==> config.mk <==
export PLATFORM = sky130hd
export DESIGN_NAME = multi_cycle_sequencer_flat
export DESIGN_NICKNAME = d
export VERILOG_FILES = /design/src/rtl/multi_cycle_sequencer_if.sv /design/src/rtl/multi_cycle_sequencer.sv /design/src/flat_wrapper.sv
export SDC_FILE = /design/constraint.sdc
export NUM_CORES = 1
export LEC_CHECK = 0
export ABC_AREA = 1
export CAP_MARGIN = 25
export CELL_PAD_IN_SITES_DETAIL_PLACEMENT = 0
export CELL_PAD_IN_SITES_GLOBAL_PLACEMENT = 1
export CORE_AREA = 2 2 122 124
export DETAILED_ROUTE_END_ITERATION = 10
export DIE_AREA = 0 0 124 126
export PLACE_DENSITY_LB_ADDON = 0.15
export SLEW_MARGIN = 20
export SYNTH_ARGS = -nofsm -noshare
export SYNTH_HDL_FRONTEND = slang
export SYNTH_SLANG_ARGS = --single-unit
==> constraint.sdc <==
create_clock -name CLK -period 1.6 [get_ports CLK]
set_input_delay 0.24 -clock CLK [delete_from_list [all_inputs] [get_ports CLK]]
set_output_delay 0.24 -clock CLK [all_outputs]
set_load 0.05 [all_outputs]
==> src/rtl/multi_cycle_sequencer_if.sv <==
// Handshake/bus bundle between the multi-cycle datapath and its sequencer.
// The datapath side (master) supplies the instruction fields and the memory
// ready strobe; the sequencer side (slave) returns write enables, debug state
// and the retired-instruction / cycle counters.
interface multi_cycle_sequencer_if #(
  parameter int CNT_W = 32
);
  logic [5:0]       op;
  logic [5:0]       func;
  logic             MemReady;
  logic             PCWrite;
  logic             IRWrite;
  logic             RegWrite;
  logic             MemWrite;
  logic             MemRead;
  logic [3:0]       State;
  logic             Halted;
  logic [CNT_W-1:0] InsCount;
  logic [CNT_W-1:0] CycCount;

  modport master (
    output op, func, MemReady,
    input  PCWrite, IRWrite, RegWrite, MemWrite, MemRead,
    input  State, Halted, InsCount, CycCount
  );

  modport slave (
    input  op, func, MemReady,
    output PCWrite, IRWrite, RegWrite, MemWrite, MemRead,
    output State, Halted, InsCount, CycCount
  );
endinterface

==> src/rtl/multi_cycle_sequencer.sv <==
// Five-phase (IF/ID/EXE/MEM/WB) sequencer for the multi-cycle MIPS datapath.
// Decides only *when* PC, IR, register file and data memory are written; mux
// selects and ALUOp stay with the static opcode decoder. Stalls in MEM until
// MemReady, and counts retired instructions and non-halted cycles.
module multi_cycle_sequencer #(
  parameter int CNT_W = 32
) (
  input  logic                   CLK,
  input  logic                   Reset,
  multi_cycle_sequencer_if.slave bus
);

  typedef enum logic [3:0] {
    S_IF    = 4'b0000,
    S_ID    = 4'b0001,
    S_EXE_L = 4'b0010,
    S_MEM   = 4'b0011,
    S_WB_L  = 4'b0100,
    S_EXE_B = 4'b0101,
    S_EXE_A = 4'b0110,
    S_WB_A  = 4'b0111,
    S_HALT  = 4'b1000
  } state_t;

  typedef enum logic [2:0] {
    C_JUMP,
    C_JAL,
    C_HALT,
    C_BRANCH,
    C_LDST,
    C_ALU
  } iclass_t;

  localparam logic [5:0] OP_RTYPE = 6'b000000;
  localparam logic [5:0] OP_J     = 6'b000010;
  localparam logic [5:0] OP_JAL   = 6'b000011;
  localparam logic [5:0] OP_BEQ   = 6'b000100;
  localparam logic [5:0] OP_BNE   = 6'b000101;
  localparam logic [5:0] OP_BLTZ  = 6'b000110;
  localparam logic [5:0] OP_LW    = 6'b100011;
  localparam logic [5:0] OP_SW    = 6'b101011;
  localparam logic [5:0] OP_HALT  = 6'b111111;
  localparam logic [5:0] FN_JR    = 6'b001000;

  localparam logic [CNT_W-1:0] CNT_ONE = CNT_W'(1);

  // Opcode class that steers the ID-state branch; jr hides under R-type.
  function automatic iclass_t classify(input logic [5:0] op, input logic [5:0] func);
    iclass_t c;
    if (op == OP_J || (op == OP_RTYPE && func == FN_JR)) c = C_JUMP;
    else if (op == OP_JAL)                               c = C_JAL;
    else if (op == OP_HALT)                              c = C_HALT;
    else if (op == OP_BEQ || op == OP_BNE || op == OP_BLTZ) c = C_BRANCH;
    else if (op == OP_LW || op == OP_SW)                 c = C_LDST;
    else                                                 c = C_ALU;
    return c;
  endfunction

  state_t           state_p0;
  state_t           state_nxt;
  logic             pc_w;
  logic             ir_w;
  logic             rf_w;
  logic             dm_w;
  logic             dm_r;
  logic [CNT_W-1:0] ins_cnt_p0;
  logic [CNT_W-1:0] cyc_cnt_p0;

  // Next-state and enable decode from the registered state (Mealy on op/MemReady).
  always_comb begin
    state_nxt = S_IF;
    pc_w      = 1'b0;
    ir_w      = 1'b0;
    rf_w      = 1'b0;
    dm_w      = 1'b0;
    dm_r      = 1'b0;
    case (state_p0)
      S_IF: begin
        ir_w      = 1'b1;
        state_nxt = S_ID;
      end
      S_ID: begin
        case (classify(bus.op, bus.func))
          C_JUMP: begin
            pc_w      = 1'b1;
            state_nxt = S_IF;
          end
          C_JAL: begin
            rf_w      = 1'b1;
            pc_w      = 1'b1;
            state_nxt = S_IF;
          end
          C_HALT:   state_nxt = S_HALT;
          C_BRANCH: state_nxt = S_EXE_B;
          C_LDST:   state_nxt = S_EXE_L;
          default:  state_nxt = S_EXE_A;
        endcase
      end
      S_EXE_A: state_nxt = S_WB_A;
      // Taken/not-taken is resolved by the PC mux, so PC is always loaded here.
      S_EXE_B: begin
        pc_w      = 1'b1;
        state_nxt = S_IF;
      end
      S_EXE_L: state_nxt = S_MEM;
      S_MEM: begin
        if (bus.op == OP_SW) begin
          dm_w = 1'b1;
          if (bus.MemReady) begin
            pc_w      = 1'b1;
            state_nxt = S_IF;
          end else begin
            state_nxt = S_MEM;
          end
        end else begin
          dm_r      = 1'b1;
          state_nxt = bus.MemReady ? S_WB_L : S_MEM;
        end
      end
      S_WB_A, S_WB_L: begin
        rf_w      = 1'b1;
        pc_w      = 1'b1;
        state_nxt = S_IF;
      end
      S_HALT:  state_nxt = S_HALT;
      default: state_nxt = S_IF;
    endcase
  end

  // State register; async reset drops back to IF from any point of an instruction.
  always_ff @(posedge CLK or negedge Reset) begin
    if (!Reset) state_p0 <= S_IF;
    else        state_p0 <= state_nxt;
  end

  // Retired-instruction and running-cycle counters, both free-wrapping.
  always_ff @(posedge CLK or negedge Reset) begin
    if (!Reset) begin
      ins_cnt_p0 <= '0;
      cyc_cnt_p0 <= '0;
    end else begin
      if (pc_w)               ins_cnt_p0 <= ins_cnt_p0 + CNT_ONE;
      if (state_p0 != S_HALT) cyc_cnt_p0 <= cyc_cnt_p0 + CNT_ONE;
    end
  end

  // Enables are held low for as long as Reset is asserted, not just at the edge.
  assign bus.PCWrite  = pc_w & Reset;
  assign bus.IRWrite  = ir_w & Reset;
  assign bus.RegWrite = rf_w & Reset;
  assign bus.MemWrite = dm_w & Reset;
  assign bus.MemRead  = dm_r & Reset;
  assign bus.State    = state_p0;
  assign bus.Halted   = (state_p0 == S_HALT);
  assign bus.InsCount = ins_cnt_p0;
  assign bus.CycCount = cyc_cnt_p0;

endmodule

==> src/flat_wrapper.sv <==
// flat-port wrapper written by rule: the top's interface ports become plain ports
module multi_cycle_sequencer_flat 
#(
  parameter int CNT_W = 32
)
  (CLK, Reset, bus_op, bus_func, bus_MemReady, bus_PCWrite, bus_IRWrite, bus_RegWrite, bus_MemWrite, bus_MemRead, bus_State, bus_Halted, bus_InsCount, bus_CycCount);
  multi_cycle_sequencer_if #(.CNT_W(CNT_W)) bus_i ();
  input  logic CLK;
  input  logic Reset;
  input wire logic [$bits(bus_i.op)-1:0] bus_op;
  input wire logic [$bits(bus_i.func)-1:0] bus_func;
  input wire logic [$bits(bus_i.MemReady)-1:0] bus_MemReady;
  output wire logic [$bits(bus_i.PCWrite)-1:0] bus_PCWrite;
  output wire logic [$bits(bus_i.IRWrite)-1:0] bus_IRWrite;
  output wire logic [$bits(bus_i.RegWrite)-1:0] bus_RegWrite;
  output wire logic [$bits(bus_i.MemWrite)-1:0] bus_MemWrite;
  output wire logic [$bits(bus_i.MemRead)-1:0] bus_MemRead;
  output wire logic [$bits(bus_i.State)-1:0] bus_State;
  output wire logic [$bits(bus_i.Halted)-1:0] bus_Halted;
  output wire logic [$bits(bus_i.InsCount)-1:0] bus_InsCount;
  output wire logic [$bits(bus_i.CycCount)-1:0] bus_CycCount;
  assign bus_i.op = bus_op;
  assign bus_i.func = bus_func;
  assign bus_i.MemReady = bus_MemReady;
  assign bus_PCWrite = bus_i.PCWrite;
  assign bus_IRWrite = bus_i.IRWrite;
  assign bus_RegWrite = bus_i.RegWrite;
  assign bus_MemWrite = bus_i.MemWrite;
  assign bus_MemRead = bus_i.MemRead;
  assign bus_State = bus_i.State;
  assign bus_Halted = bus_i.Halted;
  assign bus_InsCount = bus_i.InsCount;
  assign bus_CycCount = bus_i.CycCount;
  multi_cycle_sequencer #(.CNT_W(CNT_W)) u_core (.CLK(CLK), .Reset(Reset), .bus(bus_i));
endmodule
==> out/metrics.yaml <==
die_x_microns: 124
clock_tree.buffer_depth: 2
required_ns: 1.36
p_int_mw: 4.63
dpl.hpwl_microns: 11000
fp-row-count: 44
powerDensity_mw_per_mm2: 1070
r2r_slack_ns: -0.07
cts_sinks: 68
grt_pass1_vias: 4810
clkPwrFrac_pct: 26.8
yosys.cell_types.count: 28
drc: 0
fill_cells: 1440
ir_drop_mv: 0.745
ys_warn_count: 0
syn-cell-area_sq_mm: 0.00461
violations: "setup timing"
drive_above_1_share_pct: 30.5
post-place-ws_ns: -0.320
grt_pass1_wl_microns: 24200
slew_viol_final: 0
core_area_sq_mm: 0.0143
syn_inst: 705
leakage_nw: 3.43
post-route-min-period_ns: 1.85
ant_nets: 0
routed_wl_microns: 14900
grt_usage_pct: 19.9
cap_violations: 0
post-route-period-util_pct: 116
insertion_delay_ns: 0.34
areaGrowthSynthToFinish_pct: 58.6
pwr-share-comb_pct: 44.6
outcome: "complete, but fails checks"
wl_per_cell_microns: 14.1
grt_setup_unrepaired: "true"
hold_violations: 0
root_buffer: "clkbuf_16"
port_buffers: 88
htree_num_levels: 3
antenna_found_initial: 0
setup_viol_count_final: 37
clk_pin_slew_worst_paths_ns: 0.06
diodes: 0
cts_buffers: 9
seqPwrFrac_pct: 28.5
nets: 887
start_util_pct: 32.2
hold_path.class: "input port to flop"
fin_skew_ns: 0.00710
p_sw_share_pct: 40.6
grt-ovfl-total: 0
fp.dieH_microns: 126
p_switching_mw: 3.17
vias: 4978
final_cell_mix: "nand2_1 (308), buf_4 (95), nor2_1 (93)"
total_power_mw: 7.80
synth_seq_cells: 68
fin_ws_ns: -0.249
avgSynthCellArea_sq_um: 6.54
final_common_cell: "nand2_1"
fin_util_pct: 51.1
grt_max_degree: 69
cts_tree: "built"
dr.pass1.iters: 4
io_pins: 89
start_kind: "flop"
fmax_ghz: 0.541
worstSetupPathType: "flop to output pin"
critPathMaxFanout: 3
max-slew-margin-rel_pct: 73.4
drt-initial-drc-count: 255
critical_path_arrival_ns: 1.61
place_congestion: 0.907
yosysSeqAreaShare_pct: 36.9
endpoint_kind: "output pin"
die-area_sq_mm: 0.0156
worstMarginPinSlew_ns: 0.398
vias_per_cell: 4.70
syn_nets: 722
## logic make-up (layout without fill, tap and decap cells)
logic type	Yosys count	after routing	share of synthesized area, %
fa+ha+maj	2	2	0.543
xor+xnor	31	31	5.89
flops	68	68	36.9
buf+inv	56	226	5.35
compound gates	12	12	1.47
simple gates	536	536	49.8
## critical path, stage by stage (launching register included)
cell and delay, ns:
dfrtp_2 0.40, inv_2 0.09, nand2_4 0.07, nor3_4 0.16
buf_4 0.15, nand2_2 0.07, a21oi_4 0.17, buf_12 0.16
## per-stage QoR
stage | setup TNS (ns) | cell area, sq um | hold WS, ns | instances
floorplan | -0.348 | 4720 | -0.0556 | 705
global placement | -9.45 | 6530 | 0.341 | 1019
detailed placement | -10.47 | 6530 | 0.343 | 1019
CTS | -0.696 | 6970 | 0.439 | 1047
global route | -6.49 | 7310 | 0.451 | 1059
finish | -2.39 | 7310 | 0.461 | 1059
## sequential cells by signal (all words and copies together), names as in the netlist
register             count
u_core.bus.State         4
u_core.bus.InsCount     32
u_core.bus.CycCount     32
## area by class of cell
cell class | instances | area (sq um) | area share (%)
clock buffer | 11 | 253 | 3.46
clock inverter | 5 | 58.8 | 0.805
inverter | 44 | 175 | 2.40
multi-input combinational | 581 | 2920 | 40.0
sequential | 68 | 1730 | 23.7
tap | 184 | 230 | 3.15
timing repair buffer | 166 | 1940 | 26.5
## Yosys cell counts, drive strengths merged
master	number	area share, %
a21oi	2	0.22
buf	12	1.8
clkinv	1	0.081
dfrtp	68	37
ha	2	0.54
inv	43	3.5
nand2	331	28
nand3	44	4.9
nand3b	29	4.7
nand4	5	0.68
nor2	123	11
nor3	3	0.43
nor4	1	0.14
o211ai	2	0.33
o21a	1	0.16
o21ai	7	0.76
xnor2	11	2.1
xor2	20	3.8
## power by group through the flow
stage | sequential, mW | clock (mW) | combinational (mW)
CTS | 2.23 | 2.15 | 3.01
global route | 2.26 | 2.25 | 3.72
detailed placement | 2.26 | 0 | 2.86
finish | 2.23 | 2.09 | 3.48
floorplan | 2.85 | 0 | 1.23
global placement | 2.25 | 0 | 2.83
## metal layers
layer	GRT usage (%)	wire (microns)	part of all wire, %
met1	29.7	7420	50
met2	29.3	6520	44
met3	3.71	805	5.4
met4	5.42	195	1.3
met5	0	0	0
## worst paths after layout
| kind | from | end | cells past startpoint |
|---|---|---|---|
| setup reg to reg | u_core.bus.State[3] | u_core.bus.InsCount[3] | 10 |
| hold reg to reg | u_core.bus.CycCount[4] | u_core.bus.CycCount[4] | 1 |
| setup / recovery | u_core.bus.State[3] | bus_PCWrite | 7 |
| max in group asynchronous | Reset | u_core.bus.InsCount[16] | 3 |
| min in group asynchronous | Reset | u_core.bus.InsCount[15] | 3 |
| hold / removal | bus_op[2] | u_core.bus.State[0] | 3 |
## timing repair
item                                    in CTS  in global routing
resized for setup                           22                 60
pin swaps                                    9                 17
cloned                                       0                  2
setup buffers                               11                 10
hold buffers                                 1                  0
hold endpoints to repair                    68                  0
endpoints found under the setup margin      30                 50
Note: power is estimated with default switching activity, not from simulation.
